File: src/rtl/branch_resolve_unit.sv
// Branch resolution stage: evaluates RV32I conditional branches, computes the
// target and fall-through PCs, flags mispredictions and keeps saturating
// statistics. Two-stage valid/ready pipeline with synchronous flush.
module branch_resolve_unit #(
  parameter int XLEN  = 32,
  parameter int PC_W  = 32,
  parameter int CNT_W = 16
) (
  input  logic             clk,
  input  logic             rst_n,
  input  logic             in_valid,
  output logic             in_ready,
  input  logic [2:0]       in_funct3,
  input  logic [XLEN-1:0]  in_rs1,
  input  logic [XLEN-1:0]  in_rs2,
  input  logic [PC_W-1:0]  in_pc,
  input  logic [PC_W-1:0]  in_imm,
  input  logic             in_pred_taken,
  input  logic             flush,
  output logic             out_valid,
  input  logic             out_ready,
  output logic             out_taken,
  output logic             out_eq,
  output logic             out_lt,
  output logic [PC_W-1:0]  out_target,
  output logic [PC_W-1:0]  out_next_pc,
  output logic             out_mispredict,
  output logic             out_misalign,
  output logic             out_illegal,
  output logic [CNT_W-1:0] cnt_branches,
  output logic [CNT_W-1:0] cnt_mispredicts
);

  // Stage 1 registers: raw operands of the branch being evaluated
  logic            s1_valid;
  logic [2:0]      s1_funct3;
  logic [XLEN-1:0] s1_rs1;
  logic [XLEN-1:0] s1_rs2;
  logic [PC_W-1:0] s1_pc;
  logic [PC_W-1:0] s1_imm;
  logic            s1_pred;

  // Combinational results derived from stage 1
  logic            eq;
  logic            slt;
  logic            ult;
  logic            cond;
  logic            illegal;
  logic            lt_sel;
  logic            mispredict;
  logic            misalign;
  logic [PC_W-1:0] target;
  logic [PC_W-1:0] fall_through;
  logic [PC_W-1:0] next_pc;

  // Handshake helpers
  logic s2_accept;
  logic in_fire;
  logic s1_move;
  logic out_fire;

  assign s2_accept = !out_valid || out_ready;
  assign in_ready  = !flush && (!s1_valid || s2_accept);
  assign in_fire   = in_valid && in_ready;
  assign s1_move   = s1_valid && s2_accept && !flush;
  assign out_fire  = out_valid && out_ready && !flush;

  assign eq           = (s1_rs1 == s1_rs2);
  assign ult          = (s1_rs1 < s1_rs2);
  assign slt          = ($signed(s1_rs1) < $signed(s1_rs2));
  assign lt_sel       = s1_funct3[1] ? ult : slt;
  assign target       = s1_pc + s1_imm;
  assign fall_through = s1_pc + PC_W'(4);
  assign next_pc      = cond ? target : fall_through;
  assign mispredict   = !illegal && (cond != s1_pred);
  assign misalign     = cond && (target[1:0] != 2'b00);

  // Decode funct3 into the branch condition; the two unused encodings are illegal and never taken
  always_comb begin
    cond    = 1'b0;
    illegal = 1'b0;
    case (s1_funct3)
      3'b000:  cond = eq;
      3'b001:  cond = !eq;
      3'b100:  cond = slt;
      3'b101:  cond = !slt;
      3'b110:  cond = ult;
      3'b111:  cond = !ult;
      default: illegal = 1'b1;
    endcase
  end

  // Stage 1 capture: load on input accept, empty when the entry moves on or on flush
  always_ff @(posedge clk or negedge rst_n) begin
    if (!rst_n) begin
      s1_valid  <= 1'b0;
      s1_funct3 <= '0;
      s1_rs1    <= '0;
      s1_rs2    <= '0;
      s1_pc     <= '0;
      s1_imm    <= '0;
      s1_pred   <= 1'b0;
    end else if (flush) begin
      s1_valid <= 1'b0;
    end else if (in_fire) begin
      s1_valid  <= 1'b1;
      s1_funct3 <= in_funct3;
      s1_rs1    <= in_rs1;
      s1_rs2    <= in_rs2;
      s1_pc     <= in_pc;
      s1_imm    <= in_imm;
      s1_pred   <= in_pred_taken;
    end else if (s1_move) begin
      s1_valid <= 1'b0;
    end
  end

  // Stage 2 result registers drive the outputs directly; payload only changes on a new entry
  always_ff @(posedge clk or negedge rst_n) begin
    if (!rst_n) begin
      out_valid      <= 1'b0;
      out_taken      <= 1'b0;
      out_eq         <= 1'b0;
      out_lt         <= 1'b0;
      out_target     <= '0;
      out_next_pc    <= '0;
      out_mispredict <= 1'b0;
      out_misalign   <= 1'b0;
      out_illegal    <= 1'b0;
    end else if (flush) begin
      out_valid <= 1'b0;
    end else if (s1_move) begin
      out_valid      <= 1'b1;
      out_taken      <= cond;
      out_eq         <= eq;
      out_lt         <= lt_sel;
      out_target     <= target;
      out_next_pc    <= next_pc;
      out_mispredict <= mispredict;
      out_misalign   <= misalign;
      out_illegal    <= illegal;
    end else if (out_fire) begin
      out_valid <= 1'b0;
    end
  end

  // Saturating statistics, counted on each consumed legal branch
  always_ff @(posedge clk or negedge rst_n) begin
    if (!rst_n) begin
      cnt_branches    <= '0;
      cnt_mispredicts <= '0;
    end else if (out_fire && !out_illegal) begin
      if (cnt_branches != '1) cnt_branches <= cnt_branches + CNT_W'(1);
      if (out_mispredict && (cnt_mispredicts != '1)) cnt_mispredicts <= cnt_mispredicts + CNT_W'(1);
    end
  end

endmodule

File: config.mk
export PLATFORM = sky130hd
export DESIGN_NAME = branch_resolve_unit
export DESIGN_NICKNAME = d
export VERILOG_FILES = /design/src/rtl/branch_resolve_unit.sv
export SDC_FILE = /design/constraint.sdc
export NUM_CORES = 1
export LEC_CHECK = 0
export ABC_AREA = 1
export BUFFER_PORTS_ARGS = -buffer_cell sky130_fd_sc_hd__buf_4
export CAP_MARGIN = 20
export CELL_PAD_IN_SITES_DETAIL_PLACEMENT = 0
export CELL_PAD_IN_SITES_GLOBAL_PLACEMENT = 1
export CORE_MARGIN = 5
export CORE_UTILIZATION = 45
export DETAILED_ROUTE_END_ITERATION = 6
export GPL_ROUTABILITY_DRIVEN = 0
export GPL_TIMING_DRIVEN = 0
export PLACE_DENSITY = 0.94
export SYNTH_ARGS = -nofsm -noshare
export SYNTH_HDL_FRONTEND = slang
export SYNTH_SLANG_ARGS = --single-unit
File: constraint.sdc
create_clock -name clk -period 3.5 [get_ports clk]
set_clock_uncertainty 0.05 [all_clocks]
set_input_delay 0.525 -clock clk [delete_from_list [all_inputs] [get_ports clk]]
set_output_delay 0.525 -clock clk [all_outputs]
set_load 0.05 [all_outputs]
Word-level counts from Yosys, hierarchy flattened
Cells that the tools add are included.
{"block": "totals", "register_bits": 236, "latchBits": 0, "ram_bits": 0, "romBits": 0, "inputBits": 137, "out_inout_bits": 104, "word_cells": 72, "n_memories": 0}
{"block": "classes", "addsub": 4, "n_mul": 0, "div_mod_pow": 0, "magnitude_cmp": 2, "eq_ne": 9, "shift": 0, "muxes": 10, "n_bitwise": 1, "n_reduce_logical": 28}
{"op": "$lt A32 B32 Y1", "n": 2}
{"op": "$add A16 B1 Y16 const B", "n": 2}
{"op": "$add A32 B3 Y32 const B", "n": 1}
{"op": "$add A32 B32 Y32", "n": 1}
{"op": "$eq A32 B32 Y1", "n": 1}
{"op": "$mux W32", "n": 1}
{"op": "$ne A16 B16 Y1 const B", "n": 2}
{"op": "$eq A3 B3 Y1 const B", "n": 4}
{"op": "$logic_and A1 B1 Y1", "n": 10}
{"op": "$mux W1", "n": 8}
{"op": "$reduce_and A2 Y1", "n": 4}
{"op": "$logic_not A1 Y1", "n": 7}
{"op": "$pmux W1 S6", "n": 1}
{"op": "$reduce_bool A3 Y1", "n": 2}
{"op": "$reduce_or A6 Y1", "n": 1}
{"op": "$eq A3 B1 Y1 const B", "n": 1}
{"op": "$logic_not A3 Y1", "n": 1}
{"op": "$logic_or A1 B1 Y1", "n": 2}
{"op": "$reduce_bool A2 Y1", "n": 1}
{"op": "$ne A1 B1 Y1", "n": 1}
{"op": "$not A1 Y1", "n": 1}

Longest topological paths before layout
{"block": "logic_depth", "ltp_word": 7, "mapped_depth": 21, "depth_no_buf": 21}

Least setup slack after synthesis
No wires, ideal clock.
{"block": "synth_timing", "path_type": "register -> register", "startpoint": "register out_valid", "endpoint": "register s1_imm[0]", "arrival_ps": 2252, "path_slack_ps": 1073, "path_stages_with_launch": 10, "n_path_buf": 2, "cell_sequence": "dfrtp_1 > inv_1 > nor2_1 > inv_1 > o21ai_0 > inv_1 > nand2_1 > clkbuf_1 > buf_2 > mux2_2"}
{"block": "synth_between", "elab_chain_cells": 6}
{"element": "start, declared", "line": "20", "source": "output logic out_valid,"}
{"element": "start signal, assigned", "line": "121", "source": "out_valid <= 1'b0;"}
{"element": "start signal, assigned", "line": "131", "source": "out_valid <= 1'b0;"}
{"element": "start signal, assigned", "line": "133", "source": "out_valid <= 1'b1;"}
{"element": "$logic_not A1 Y1", "line": "62", "source": "assign s2_accept = !out_valid || out_ready;"}
{"element": "$logic_or A1 B1 Y1", "line": "62"}
{"element": "$logic_or A1 B1 Y1", "line": "63", "source": "assign in_ready = !flush && (!s1_valid || s2_accept);"}
{"element": "$logic_and A1 B1 Y1", "line": "63"}
{"element": "via in_ready", "line": "12", "source": "output logic in_ready,"}
{"element": "$logic_and A1 B1 Y1", "line": "64", "source": "assign in_fire = in_valid && in_ready;"}
{"element": "$reduce_and A2 Y1 (no source line)"}
{"element": "end signal, assigned", "line": "111", "source": "s1_imm <= in_imm;"}
{"element": "end, declared", "line": "40", "source": "logic [PC_W-1:0] s1_imm;"}
The timed path passes the listed nets, and every way through them passes these cells.
A chain may end at the register's enable or synchronous reset.

Worst setup path after layout
{"block": "layout_timing", "startpoint": "register s1_pc[0]", "endpoint": "register out_next_pc[26]"}
{"block": "layout_between", "elab_chain_cells": 2, "elab_cells_between_ends": 3}
{"element": "start, declared", "line": "39", "source": "logic [PC_W-1:0] s1_pc;"}
{"element": "start signal, assigned", "line": "110", "source": "s1_pc <= in_pc;"}
{"element": "$add A32 B3 Y32 / $add A32 B32 Y32 (equally long branches)", "line": "73, 72"}
{"element": "$mux W32 *", "line": "74", "source": "assign next_pc = cond ? target : fall_through;"}
{"element": "end signal, assigned", "line": "138", "source": "out_next_pc <= next_pc;"}
{"element": "end, declared", "line": "26", "source": "output logic [PC_W-1:0] out_next_pc,"}
Every way passes the cells marked *; elsewhere a longest branch is shown, timed or not.

==> out/qor.yml <==
setup_path:
  critPathKind: "register to register"
  setup.worst_path.end_class: "register"
  crit_top_cell: "nand2_1"
  reg2reg_slack_ns: 0.43
  crit_fanout: 3
  cpPeakStageDelay_ns: 0.47
  reg2reg_to: "out_next_pc[26]$_DFFE_PN0P_"
  required_ns: 3.87
  worstPathArrival_ns: 3.43
  cp-start-kind: "register"
  worstPathCellList: "ha_1, inv_1, fa_1, nand3b_1, nand2_1, a21oi_1, inv_1, nand3_1, nand3_1, nand2_1, nand2_1, xor2_1, nand2_1, nand3_1, nand2_1"
  critical-path-slowest-cell: "dfrtp_1"
  rr_worst_depth: 15
  reg2reg_from: "s1_pc[0]$_DFFE_PN0P_"
cts:
  ctsResizeCount: 0
  numCtsBuffers: 27
  cts_tree: "yes"
  ctsHoldBuffers: 1
  cts_max_level: 1
  cts_root_buffer: "clkbuf_16"
  clk_pin_slew_worst_paths_ns: 0.06
  clockBufferDepth: 3
  clk-insertion-delay-late_ns: 0.54
  cts_setup_buffers: 0
  cts_num_sinks: 236
timing:
  tightestPinTransition_ns: 0.958
  finalCritPeriodShare: 0.876
  fin_ws_ns: 0.435
  finalHoldViolCount: 0
  slew_headroom: 0.358
  fin_crit_ns: 3.07
  drv_slew: 0
  grt_setup_unrepaired: "false"
  setup_tns_ns: 0
  max_freq_ghz: 0.326
  setup_violations: 0
drt:
  vias: 11110
  first_iter_violations: 985
  drt-wirelength-per-cell_um: 17.6
  dr.pass1.iters: 5
  vias_per_cell: 5.16
  drc: 0
  drt_wl_total_mm: 37.8
  final_antenna_net_count: 0
die:
  chipWidth_um: 179
  ios: 241
  die_y_um: 179
  die_area_um2: 32200
  initial_utilization: 0.452
  row_count: 62
  core_um2: 28500
power:
  leakage_nw: 8.23
  powerDensity_nw_per_um2: 706
  vdd_drop_max_mv: 0.374
  p_total_mw: 11.4
grt:
  grt_overflow: 0
  antenna_found_initial: 1
  grt_max_degree: 107
  gr-usage-all-layers: 0.230
  grt_pass1_wl_mm: 61.1
  grt_pass1_vias: 11336
synth:
  seq_area_frac_synth: 0.457
  ys_types: 40
  syn-num-nets: 1681
  synth_ff_type: "dfrtp_1"
  yosys_warnings: 0
  ys_ff_latch: 236
  synth_edf_count: 0
  synth.avg_cell_area_um2: 8.74
  syn_inst: 1477
  syn_area_um2: 12900
  synthArstFlopShare: 1.00
min_path:
  hold_class: "input port to register"
  hold_end: "out_valid$_DFFE_PN0P_"
  hold_start: "flush"
  holdPathStages: 2
place:
  pre_cts_slack_ns: 0.517
  portBuffers: 240
  dp.cells: 2103
  dpl.hpwl_mm: 29.9
  place_area_um2: 15300
final_layout:
  multi_input_area_um2: 6250
  fillCellCount: 2681
  fin_cells: 2154
  nets: 1953
  stdcell_area_um2: 16200
  layout_common_cells: "320 x nand2_1, 239 x buf_4, 236 x dfrtp_1"
  final_common_cell: "nand2_1"
  syn_to_final_growth_pct: 25.4
  drive_above_1_share: 0.241
  seqCellArea_um2: 5910
outcome:
  outcome: "completed"
run:
  drv_cap: 0
-- per-stage QoR --
stage,util,hold slack (ns)
6_report,0.567,0.126
5_1_grt,0.567,0.118
4_1_cts,0.567,0.107
3_5_place_dp,0.535,0.367
3_3_place_gp,0.532,0.411
2_1_floorplan,-,0.179
-- worst max-delay path by stage --
stage	slack (ns)	to	startpoint	cells after the start
after global placement	0.04	cnt_mispredicts[10]$_DFFE_PN0P_	rst_n	1
after floorplan	1.07	s1_imm[0]$_DFFE_PN0P_	out_valid$_DFFE_PN0P_	9
after global routing	0.29	out_next_pc[26]$_DFFE_PN0P_	s1_pc[0]$_DFFE_PN0P_	15
after detailed placement	0.52	out_next_pc[26]$_DFFE_PN0P_	s1_pc[0]$_DFFE_PN0P_	15
after CTS	0.50	out_next_pc[26]$_DFFE_PN0P_	s1_pc[0]$_DFFE_PN0P_	15
final	0.43	out_next_pc[26]$_DFFE_PN0P_	s1_pc[0]$_DFFE_PN0P_	15
-- synth_stat cells, types with 2 or more instances --
cell type  number  area [um^2]
a21o_1          7         52.6
a21oi_1        97          485
a21oi_2         2         17.5
a31oi_1        15         93.8
and3_1          2         12.5
buf_1           5         18.8
buf_2          19         95.1
clkbuf_1       16         60.1
dfrtp_1       236         5910
ha_1           66          826
inv_1         151          567
mux2_2         82          923
nand2_1       320         1200
nand2_2        14         87.6
nand3_1        78          390
nand3_2        11          110
nand3b_1        2         15.0
nand4_1        34          213
nor2_1        140          526
nor2_2          2         12.5
nor2_8          2         40.0
nor3_1         27          135
nor4_1          8         50.1
o21a_1          3         22.5
o21ai_0        44          220
o21bai_1        3         22.5
xnor2_1        27          236
xor2_1         52          455
-- layer usage --
| metal | track usage | share of wire | up-vias |
|---|---|---|---|
| met3 | 0.0497 | 0.073 | 67 |
| li1 | - | - | 5398 |
| met1 | 0.317 | 0.44 | 5256 |
| met2 | 0.372 | 0.46 | 389 |
| met4 | 0.0628 | 0.028 | 0 |
| met5 | 0 | 0 | - |
-- kinds of logic (layout without fill, tap and decap cells) --
| logic type | count (synthesis) | after routing | synth area share |
|---|---|---|---|
| and+or+nand+nor | 644 | 644 | 0.220 |
| adders and majority gates | 67 | 67 | 0.0655 |
| AOI/OAI and AO/OA | 176 | 176 | 0.0736 |
| xor gates and xnor gates | 79 | 79 | 0.0536 |
| muxes | 82 | 82 | 0.0715 |
| buffers and inverters | 193 | 485 | 0.0588 |
| other | 0 | 1 | 0 |
| DFF | 236 | 236 | 0.457 |
-- where the power goes --
group	switching [mW]	total (mW)	leakage, nW	internal, mW
Combinational	3.23	4.77	4.96	1.54
Sequential	0.461	3.79	2.81	3.33
Clock	1.14	2.87	0.458	1.73
Total	4.83	11.4	8.23	6.60
-- critical path, delay by kind of cell, from the launching register on --
kind	cells	cell delay, ns
xor+xnor	1	0.43
fa+ha+maj	2	0.65
simple gates	9	1.04
buf+inv	2	0.18
compound gates	1	0.14
flops	1	0.47
-- registers in the layout, summed over array words and instances (netlist names), 3 cells and up --
signal,cells
out_target,32
s1_pc,32
cnt_branches,16
s1_funct3,3
cnt_mispredicts,16
s1_rs1,32
s1_imm,32
out_next_pc,32
s1_rs2,32
-- cell type report --
cell class                      count  area share
Antenna cell                        1    0.000155
Buffer                             41      0.0117
Clock buffer                       36      0.0488
Clock inverter                     13     0.00804
Inverter                          152      0.0352
Multi-Input combinational cell   1048       0.386
Sequential cell                   236       0.365
Tap cell                          384      0.0297
Timing Repair Buffer              243       0.116
No activity file was read; power rests on OpenSTA's default activity.
